## src/rtl/arb_pkg.sv

```systemverilog
// Shared types and default sizing for the round-robin arbiter requester agents.
package arb_pkg;

    localparam int NUM_REQ = 4;

    typedef logic [NUM_REQ-1:0] req_onehot_t;

    localparam int ARB_DATA_W  = 8;
    localparam int ARB_DEPTH   = 4;
    localparam int ARB_TIMEOUT = 15;

endpackage

```

## src/rtl/sync_fifo.sv

```systemverilog
// Single-clock FIFO with occupancy count. DEPTH must be a power of two so the
// pointers wrap naturally. Push when full and pop when empty are ignored.
module sync_fifo
    import arb_pkg::*;
#(
    parameter int DATA_W = ARB_DATA_W,
    parameter int DEPTH  = ARB_DEPTH,
    localparam int PTR_W = $clog2(DEPTH),
    localparam int CNT_W = $clog2(DEPTH + 1)
) (
    input  logic              clk,
    input  logic              reset,
    input  logic              push,
    input  logic              pop,
    input  logic [DATA_W-1:0] wr_data,
    output logic [DATA_W-1:0] rd_data,
    output logic [CNT_W-1:0]  count,
    output logic              full,
    output logic              empty
);

    logic [DATA_W-1:0] mem [DEPTH];
    logic [PTR_W-1:0]  wr_ptr;
    logic [PTR_W-1:0]  rd_ptr;
    logic              do_push;
    logic              do_pop;

    assign full    = (count == CNT_W'(DEPTH));
    assign empty   = (count == '0);
    assign do_push = push && !full;
    assign do_pop  = pop && !empty;
    assign rd_data = mem[rd_ptr];

    // Storage array; contents need no reset since pointers and count gate reads.
    always_ff @(posedge clk) begin
        if (do_push) begin
            mem[wr_ptr] <= wr_data;
        end
    end

    // Pointer and occupancy bookkeeping.
    always_ff @(posedge clk) begin
        if (reset) begin
            wr_ptr <= '0;
            rd_ptr <= '0;
            count  <= '0;
        end else begin
            if (do_push) begin
                wr_ptr <= wr_ptr + PTR_W'(1);
            end
            if (do_pop) begin
                rd_ptr <= rd_ptr + PTR_W'(1);
            end
            case ({do_push, do_pop})
                2'b10:   count <= count + CNT_W'(1);
                2'b01:   count <= count - CNT_W'(1);
                default: count <= count;
            endcase
        end
    end

endmodule

```

## src/rtl/arb_requester.sv

```systemverilog
// Client-side agent for one arbiter port: buffers producer words, raises a
// registered request while work is pending and issues one word per grant.
// Optional starvation monitor enabled by defining ARB_REQ_STARVE_EN; without
// it, starve is tied low.
module arb_requester
    import arb_pkg::*;
#(
    parameter int DATA_W  = ARB_DATA_W,
    parameter int DEPTH   = ARB_DEPTH,
    parameter int TIMEOUT = ARB_TIMEOUT,
    localparam int CNT_W  = $clog2(DEPTH + 1)
) (
    input  logic              clk,
    input  logic              reset,
    input  logic              in_valid,
    output logic              in_ready,
    input  logic [DATA_W-1:0] in_data,
    output logic              request,
    input  logic              grant,
    output logic              out_valid,
    output logic [DATA_W-1:0] out_data,
    output logic [CNT_W-1:0]  count,
    output logic              spurious,
    output logic              starve
);

    if (DEPTH < 2 || (DEPTH & (DEPTH - 1)) != 0) begin : g_bad_depth
        $error("arb_requester: DEPTH must be a power of two and at least 2");
    end
    if (TIMEOUT < 1) begin : g_bad_timeout
        $error("arb_requester: TIMEOUT must be at least 1");
    end

    logic [DATA_W-1:0] rd_data;
    logic              full;
    logic              empty;
    logic              push;
    logic              pop;
    logic [CNT_W-1:0]  count_next;

    assign in_ready = !full;
    assign push     = in_valid && in_ready;
    assign pop      = grant && !empty;

    sync_fifo #(
        .DATA_W (DATA_W),
        .DEPTH  (DEPTH)
    ) u_fifo (
        .clk     (clk),
        .reset   (reset),
        .push    (push),
        .pop     (pop),
        .wr_data (in_data),
        .rd_data (rd_data),
        .count   (count),
        .full    (full),
        .empty   (empty)
    );

    // Occupancy after this edge, so request tracks the FIFO without a cycle of lag.
    always_comb begin
        count_next = count;
        if (push && !pop) begin
            count_next = count + CNT_W'(1);
        end else if (pop && !push) begin
            count_next = count - CNT_W'(1);
        end
    end

    // Request register, issue strobe/data and the sticky spurious-grant flag.
    always_ff @(posedge clk) begin
        if (reset) begin
            request   <= 1'b0;
            out_valid <= 1'b0;
            out_data  <= '0;
            spurious  <= 1'b0;
        end else begin
            request   <= (count_next != '0);
            out_valid <= pop;
            if (pop) begin
                out_data <= rd_data;
            end
            // A grant on an empty FIFO (including the same edge as a push) is audited.
            if (grant && empty) begin
                spurious <= 1'b1;
            end
        end
    end

`ifdef ARB_REQ_STARVE_EN
    localparam int SC_W = $clog2(TIMEOUT + 1);
    localparam logic [SC_W-1:0] SC_MAX = SC_W'(TIMEOUT);

    logic [SC_W-1:0] starve_cnt;
    logic [SC_W-1:0] starve_cnt_next;

    // Count cycles of unanswered request, saturating at TIMEOUT.
    always_comb begin
        starve_cnt_next = starve_cnt;
        if (grant || !request) begin
            starve_cnt_next = '0;
        end else if (starve_cnt != SC_MAX) begin
            starve_cnt_next = starve_cnt + SC_W'(1);
        end
    end

    // Flag flop mirrors the counter so starve equals (counter == TIMEOUT) each cycle.
    always_ff @(posedge clk) begin
        if (reset) begin
            starve_cnt <= '0;
            starve     <= 1'b0;
        end else begin
            starve_cnt <= starve_cnt_next;
            starve     <= (starve_cnt_next == SC_MAX);
        end
    end
`else
    assign starve = 1'b0;
`endif

endmodule

```

## config.mk

```make
export PLATFORM = sky130hd
export DESIGN_NAME = arb_requester
export DESIGN_NICKNAME = d
export VERILOG_FILES = /design/src/rtl/arb_pkg.sv /design/src/rtl/sync_fifo.sv /design/src/rtl/arb_requester.sv
export SDC_FILE = /design/constraint.sdc
export NUM_CORES = 1
export LEC_CHECK = 0
export ABC_CLOCK_PERIOD_IN_PS = 1900
export CAP_MARGIN = 20
export CORE_ASPECT_RATIO = 1.25
export CORE_UTILIZATION = 40
export CTS_CLUSTER_SIZE = 25
export DETAILED_ROUTE_END_ITERATION = 7
export SYNTH_ARGS = -nofsm -noshare
export SYNTH_HDL_FRONTEND = slang
export SYNTH_SLANG_ARGS = --single-unit
```

## constraint.sdc

```tcl
create_clock -name clk -period 1.9 [get_ports clk]
set_input_delay 0.38 -clock clk [delete_from_list [all_inputs] [get_ports clk]]
set_output_delay 0.38 -clock clk [all_outputs]
set_load 0.1 [all_outputs]
```

==> impl_results.md, run 1 <==
* CTS tree: yes
* CTS buffer count at 5
* Top cell type by total area after synthesis: edfxtp_1
* Outcome: complete, no violations
* Clock Skews at 0.004117 ns
* Pin count of the biggest net entering global routing at 17
* Via Count at 1,231
* CP Class: reg2reg
* Yosys reg bits at 50
* Most numerous cell in the Yosys netlist: edfxtp_1
* Sequential element share of the synthesized area at 63.35%
* Fin Setup TNS at 0 ns
* Port bufs at 26
* Mapped Cells at 149
* Antenna Nets Post-Route at 0
* Leak at 0.9768 nW
* Worst EP required at 2.11 ns
* CP bufs+invs at 1
* Worst hold start: out_data[7]$_SDFFE_PP0P_
* Die Area at 5509 um2
* Synth Area per Inst at 14.00 um2
* Least-Margin Pin Slew at 0.5284 ns
* Dpl cells at 241
* Most frequent cells after synthesis: edfxtp_1, nand2_1, dfxtp_1
* Ant diodes at 0
* Hold_buf cts at 0
* Drc violations at 0
* Initial Utilization at 41.35%
* Wire length of the first global-routing pass at 5.568 mm
* Chip width at 66.59 um
* Yosys top cell area share at 46.07%
* Compound-cell area share of the yosys netlist at 6.239%
* Slowest stage delay, CP at 0.42 ns
* Post-layout nets at 206
* Cell Pwr Density at 1496 nW/um2
* Vias in the first global route at 1,175
* Syn_nets at 169
* Largest family of logic cells by synthesized area: simple AND/OR/NAND/NOR gates
* Core area at 5044 um2
* Final slew viol count at 0
* Total Wirelength at 3.472 mm
* Post-synthesis async set-or-reset flop share at 0%
* Simple-gate area share of the yosys netlist at 9.118%
* Maxcap violations at 0
* Worst min-delay path class: reg2reg
* Top delay family on crit path: flip-flops
* CTS root buf: clkbuf_8
* Startpoint Class: register
* Post-CTS Setup Bufs at 0
* Final estimated routing congestion in global placement at 0.7822
* Depth of the CTS H-tree at 2
* Setup Viol. Count Final at 0
* Post-Synth Adder-Cell Area at 4.799%
* Slew headroom at 64.66%
* Final worst-path cycle share at 91.75%
* Fin crit period at 1.743 ns
* Row count at 29
* Routed WL per cell at 13.94 um
* Main flop type after synthesis: edfxtp_1
* HPWL after DPL at 2.515 mm
* Peak supply drop at 0.0006891 V
* CTS clk-pin slew, worst paths at 0.09 ns
* Worst setup path startpoint: u_fifo.count[0]$_SDFFE_PP0P_
* CTS Sinks at 50
* Unique masters post-synth at 34
* Finished Layout Cells at 249
* Most used cell, CP: ha_4
* P&R area growth vs syn at 27.17%
* Vias per inst at 4.944
* Clk Latency, worst-skew pair at 0.29 ns
* Final hold viol count at 0
* Synth area leaders: edfxtp_1, dfxtp_1, mux4_2
* CP Cell Sequence: inv_4, ha_4, a21bo_2, ha_4, mux2i_1, or3_1, a21oi_1
* Top-Level Pins at 28
* Reg2reg start: u_fifo.count[0]$_SDFFE_PP0P_
* Die height at 82.74 um
* Clk buf depth at 2
* CTS resizes at 0
* EDFF count, synth at 32
* DRT iter0 DRCs at 57
* Crit Path Max Fanout at 7
* Share of layout cells above drive strength 1 at 29.95%
* Worst setup EP type: register
* Worst Path Arrival at 1.96 ns
* Slowest cell on the critical path: dfxtp_4
* Mux cell area share after synthesis at 9.118%
* Mapped Area at 2086 um2
* Max Clock Freq at 0.5736 GHz
* Antenna violations before repair at 0
* Unrepaired setup endpoints after global routing: no
* DRT Pass-1 Iters at 4
* Grt ovf at 0
* GRT Total Usage at 14.15%
* Syn. warnings at 0
* Post-Synth XOR/XNOR Area at 2.519%
==> worst min-delay path, stage by stage (launching register included) <==
cell     delay (ns)
dfxtp_1        0.32
nand2_1        0.05
a21oi_1        0.05
==> registers in the layout, summed over array words and instances, names as in the netlist <==
| signal | cells |
|---|---|
| u_fifo.mem | 32 |
| out_data | 8 |
| u_fifo.count | 3 |
| u_fifo.rd_ptr | 2 |
| u_fifo.wr_ptr | 2 |
| out_valid | 1 |
| request | 1 |
| spurious | 1 |
==> cell families after synthesis <==
kind of cell / Yosys count
flip-flops: 50
AND/OR/NAND/NOR: 39
AO/OA/AOI/OAI: 22
buffers and inverters: 14
multiplexers: 9
adder cells (fa/ha/maj): 8
XOR/XNOR: 6
other: 1
==> placed cells by master, fill, tap and decap left out, drive strengths merged <==
cell type      count
a211oi             1
a21bo              1
a21oi             11
a22oi              1
a31o               1
a31oi              1
and3               4
and4bb             1
buf               27
clkbuf             6
clkdlybuf4s50     11
clkinv             1
conb               1
dfxtp             18
edfxtp            32
ha                 8
inv                7
mux2i              1
mux4               8
nand2             21
nand2b             1
nand3              2
nor2               8
nor2b              1
o21ai              4
o22ai              1
o31a               1
or3                1
xnor2              2
xor2               4
==> power breakdown <==
group          internal, W  switching (W)
Combinational     0.000694        0.00116
Clock             0.000301       0.000342
Sequential         0.00133       0.000137
==> routing by layer <==
metal | part of all wire, % | vias up | global-route usage, %
met5 | 0 | - | 0
met4 | 1.4 | 0 | 5.957
li1 | - | 608 | -
met3 | 3.5 | 4 | 3.434
met1 | 44 | 595 | 16.65
met2 | 51 | 24 | 24.44
==> metrics by stage <==
step | total power, W | area [um2] | hold slack [ns] | setup WS [ns] | util, %
6_report | 0.003968 | 2653 | 0.4588 | 0.1568 | 52.59
5_1_grt | 0.004173 | 2653 | 0.4763 | 0.1038 | 52.59
4_1_cts | 0.004008 | 2653 | 0.4603 | 0.1633 | 52.59
3_5_place_dp | 0.003361 | 2555 | 0.4472 | -0.02344 | 50.66
3_3_place_gp | 0.003326 | 2555 | 0.4429 | 0.008055 | 50.66
2_1_floorplan | 0.002898 | 2135 | 0.4661 | 0.01110 | -
==> path summary, 6_finish.rpt <==
kind / to / slack (ns) / depth (start not counted)
max: u_fifo.count[2]$_SDFFE_PP0P_ / 0.16 / 7
min: out_data[7]$_SDFFE_PP0P_ / 0.46 / 2
max reg2reg: u_fifo.count[2]$_SDFFE_PP0P_ / 0.16 / 7
min reg2reg: out_data[7]$_SDFFE_PP0P_ / 0.46 / 2
==> area by class of cell <==
class                           count  area, um2
Sequential cell                    50       1333
Tap cell                           62      77.57
Multi-Input combinational cell     85      699.4
Fill cell                         427       2391
Clock buffer                        6      82.58
Timing Repair Buffer               38      412.9
Clock inverter                      2      15.01
Inverter                            6      32.53
No activity file was read; power rests on OpenSTA's default activity.
==> run 2: changes to the inputs <==
--- a/config.mk
+++ b/config.mk
@@ -5,7 +5,7 @@
 export SDC_FILE = /design/constraint.sdc
 export NUM_CORES = 1
 export LEC_CHECK = 0
-export ABC_CLOCK_PERIOD_IN_PS = 1900
+export ABC_CLOCK_PERIOD_IN_PS = 1400
 export CAP_MARGIN = 20
 export CORE_ASPECT_RATIO = 1.25
 export CORE_UTILIZATION = 40
==> constraint.sdc (replaced) <==
create_clock -name clk -period 1.4 [get_ports clk]
set_input_delay 0.28 -clock clk [delete_from_list [all_inputs] [get_ports clk]]
set_output_delay 0.28 -clock clk [all_outputs]
set_load 0.1 [all_outputs]
==> run 2 against run 1 <==
The run now ends with negative setup slack left. Global-route usage up 1.7 points. Utilization increased by 4.7 points. Count of clock-buffer cells in the layout unchanged. First-iteration DRC count shrank 3.5%. Cell count is 5.2% higher. Via count increased by 4.9%. Clock power increased by 28%. Combinational power grew 71%. Setup slack got worse by 0.37 ns. Power is 50% higher. Critical path depth down 1. Wire length increased by 11%.
==> impl_results.md, run 2 (synthesized netlist as in run 1, its figures left out) <==
* Outcome: finished with violations
* Failing checks: negative setup slack
* Post-layout nets at 219
* Met3 GRT Util at 3.709%
* Total Wirelength at 3.843 mm
* Depth of the CTS H-tree at 2
* DRT iter0 DRCs at 55
* FF+latch area at 1333 um2
* Row count at 29
* Final hold viol count at 0
* P&R area growth vs syn at 38.51%
* Port bufs at 26
* Worst Path Arrival at 1.33 ns
* Cell Pwr Density at 2057 nW/um2
* R2R depth at 7
* Final slew viol count at 0
* Startpoint Class: register
* Ant diodes at 0
* Final worst setup slack at -0.2089 ns
* Finished Layout Cells at 262
* Peak supply drop at 0.0009570 V
* CP Class: reg2out
* CTS Sinks at 50
* Fin crit period at 1.609 ns
* Via Count at 1,291
* Leak at 1.059 nW
* Antenna Nets Post-Route at 0
* Drc violations at 0
* Commonest cells after routing, fill and taps aside: edfxtp_1, buf_4, nand2_1, dfxtp_1, buf_12
* Clock Skews at 0.01235 ns
* Met1 Usage GRT at 18.96%
* Final worst-path cycle share at 114.9%
* Pin count of the biggest net entering global routing at 17
* Gr busiest metal: met2
* Chip width at 66.59 um
* Routed WL per cell at 14.67 um
* Worst EP required at 1.12 ns
* Final core occ at 57.28%
* Antenna violations before repair at 0
* CTS buffer count at 5
* Die Area at 5509 um2
* Share of layout cells above drive strength 1 at 38.50%
* Area of the multi-input gates at 750.7 um2
* Biggest register: u_fifo.mem
* Wire length of the first global-routing pass at 6.223 mm
* Final Power at 0.005943 W
* Top-Level Pins at 28
* Largest regs: u_fifo.mem (32), out_data (8), u_fifo.count (3)
* Die height at 82.74 um
* Maxcap violations at 0
* Worst min-delay path class: reg2reg
* Crit Path Max Fanout at 4
* Clk Latency, worst-skew pair at 0.30 ns
* Core area at 5044 um2
* Initial Utilization at 41.35%
* GRT Total Usage at 15.87%
* Unrepaired setup endpoints after global routing: yes
* Fillcell total at 405
* Clk buf depth at 2
* DRT Pass-1 Iters at 4
* Vias in the first global route at 1,299
* Worst hold stages at 2
* Dpl cells at 250
* Largest register FFs at 32
* WHS at 0.4939 ns
* Met2 usage at 27.58%
* Final estimated routing congestion in global placement at 0.8285
* CTS clk-pin slew, worst paths at 0.09 ns
* Grt ovf at 0
* Vias per inst at 4.927
* Max Clock Freq at 0.6216 GHz
* Commonest non-fill, non-tap cell in the layout: edfxtp_1
* Worst setup EP type: output pin
* CTS root buf: clkbuf_8
* CTS tree: yes
* Worst reg-to-reg setup slack at -0.21 ns
* HPWL after DPL at 2.795 mm
* Setup Viol. Count Final at 37
-- run 2: power by group --
part	internal [W]	switching [W]	leakage, nW
Clock	0.000354	0.000467	0.0417
Combinational	0.00139	0.00177	0.574
Sequential	0.00181	0.000151	0.443
-- run 2: stage by stage --
step | TNS, ns | instance area (um2) | worst slack [ns]
global route | -4.255 | 2889 | -0.2628
detailed placement | -6.677 | 2715 | -0.4223
finish | -2.128 | 2889 | -0.2089
global placement | -6.018 | 2715 | -0.3661
floorplan | -11.54 | 2140 | -0.4533
CTS | -2.461 | 2878 | -0.2246
-- run 2: timing repair --
item                                    in CTS  in global routing
pin swaps                                   10                  5
buffers inserted                             5                  0
endpoints found under the setup margin      36                 38
hold buffers                                 0                  0
gates resized for setup                     10                  3
-- run 2: worst max-delay path, cell delays in order (launching register included) --
cell,delay (ns)
dfxtp_4,0.36
inv_4,0.06
ha_4,0.18
buf_6,0.12
nand2_4,0.04
buf_6,0.12
buf_12,0.15
-- run 2: cell type report --
cell class	count	area share (%)
clock buffer	6	2.512
clock inverter	2	0.4764
inverter	6	1.126
multi-input combinational	85	25.99
sequential	50	46.12
tap	62	2.685
timing repair buffer	51	21.09
-- run 2: metal layers --
metal | part of all wire (%) | wire length (um)
met5 | 0 | 0
met4 | 1.4 | 55
met3 | 3.5 | 135
met2 | 51 | 1958
met1 | 44 | 1694
-- run 2: final timing paths --
kind	endpoint	startpoint
hold reg to reg	out_data[3]$_SDFFE_PP0P_	out_data[3]$_SDFFE_PP0P_
setup / recovery	in_ready	u_fifo.count[1]$_SDFFE_PP0P_
setup reg to reg	u_fifo.count[2]$_SDFFE_PP0P_	u_fifo.count[1]$_SDFFE_PP0P_
hold / removal	out_data[3]$_SDFFE_PP0P_	out_data[3]$_SDFFE_PP0P_
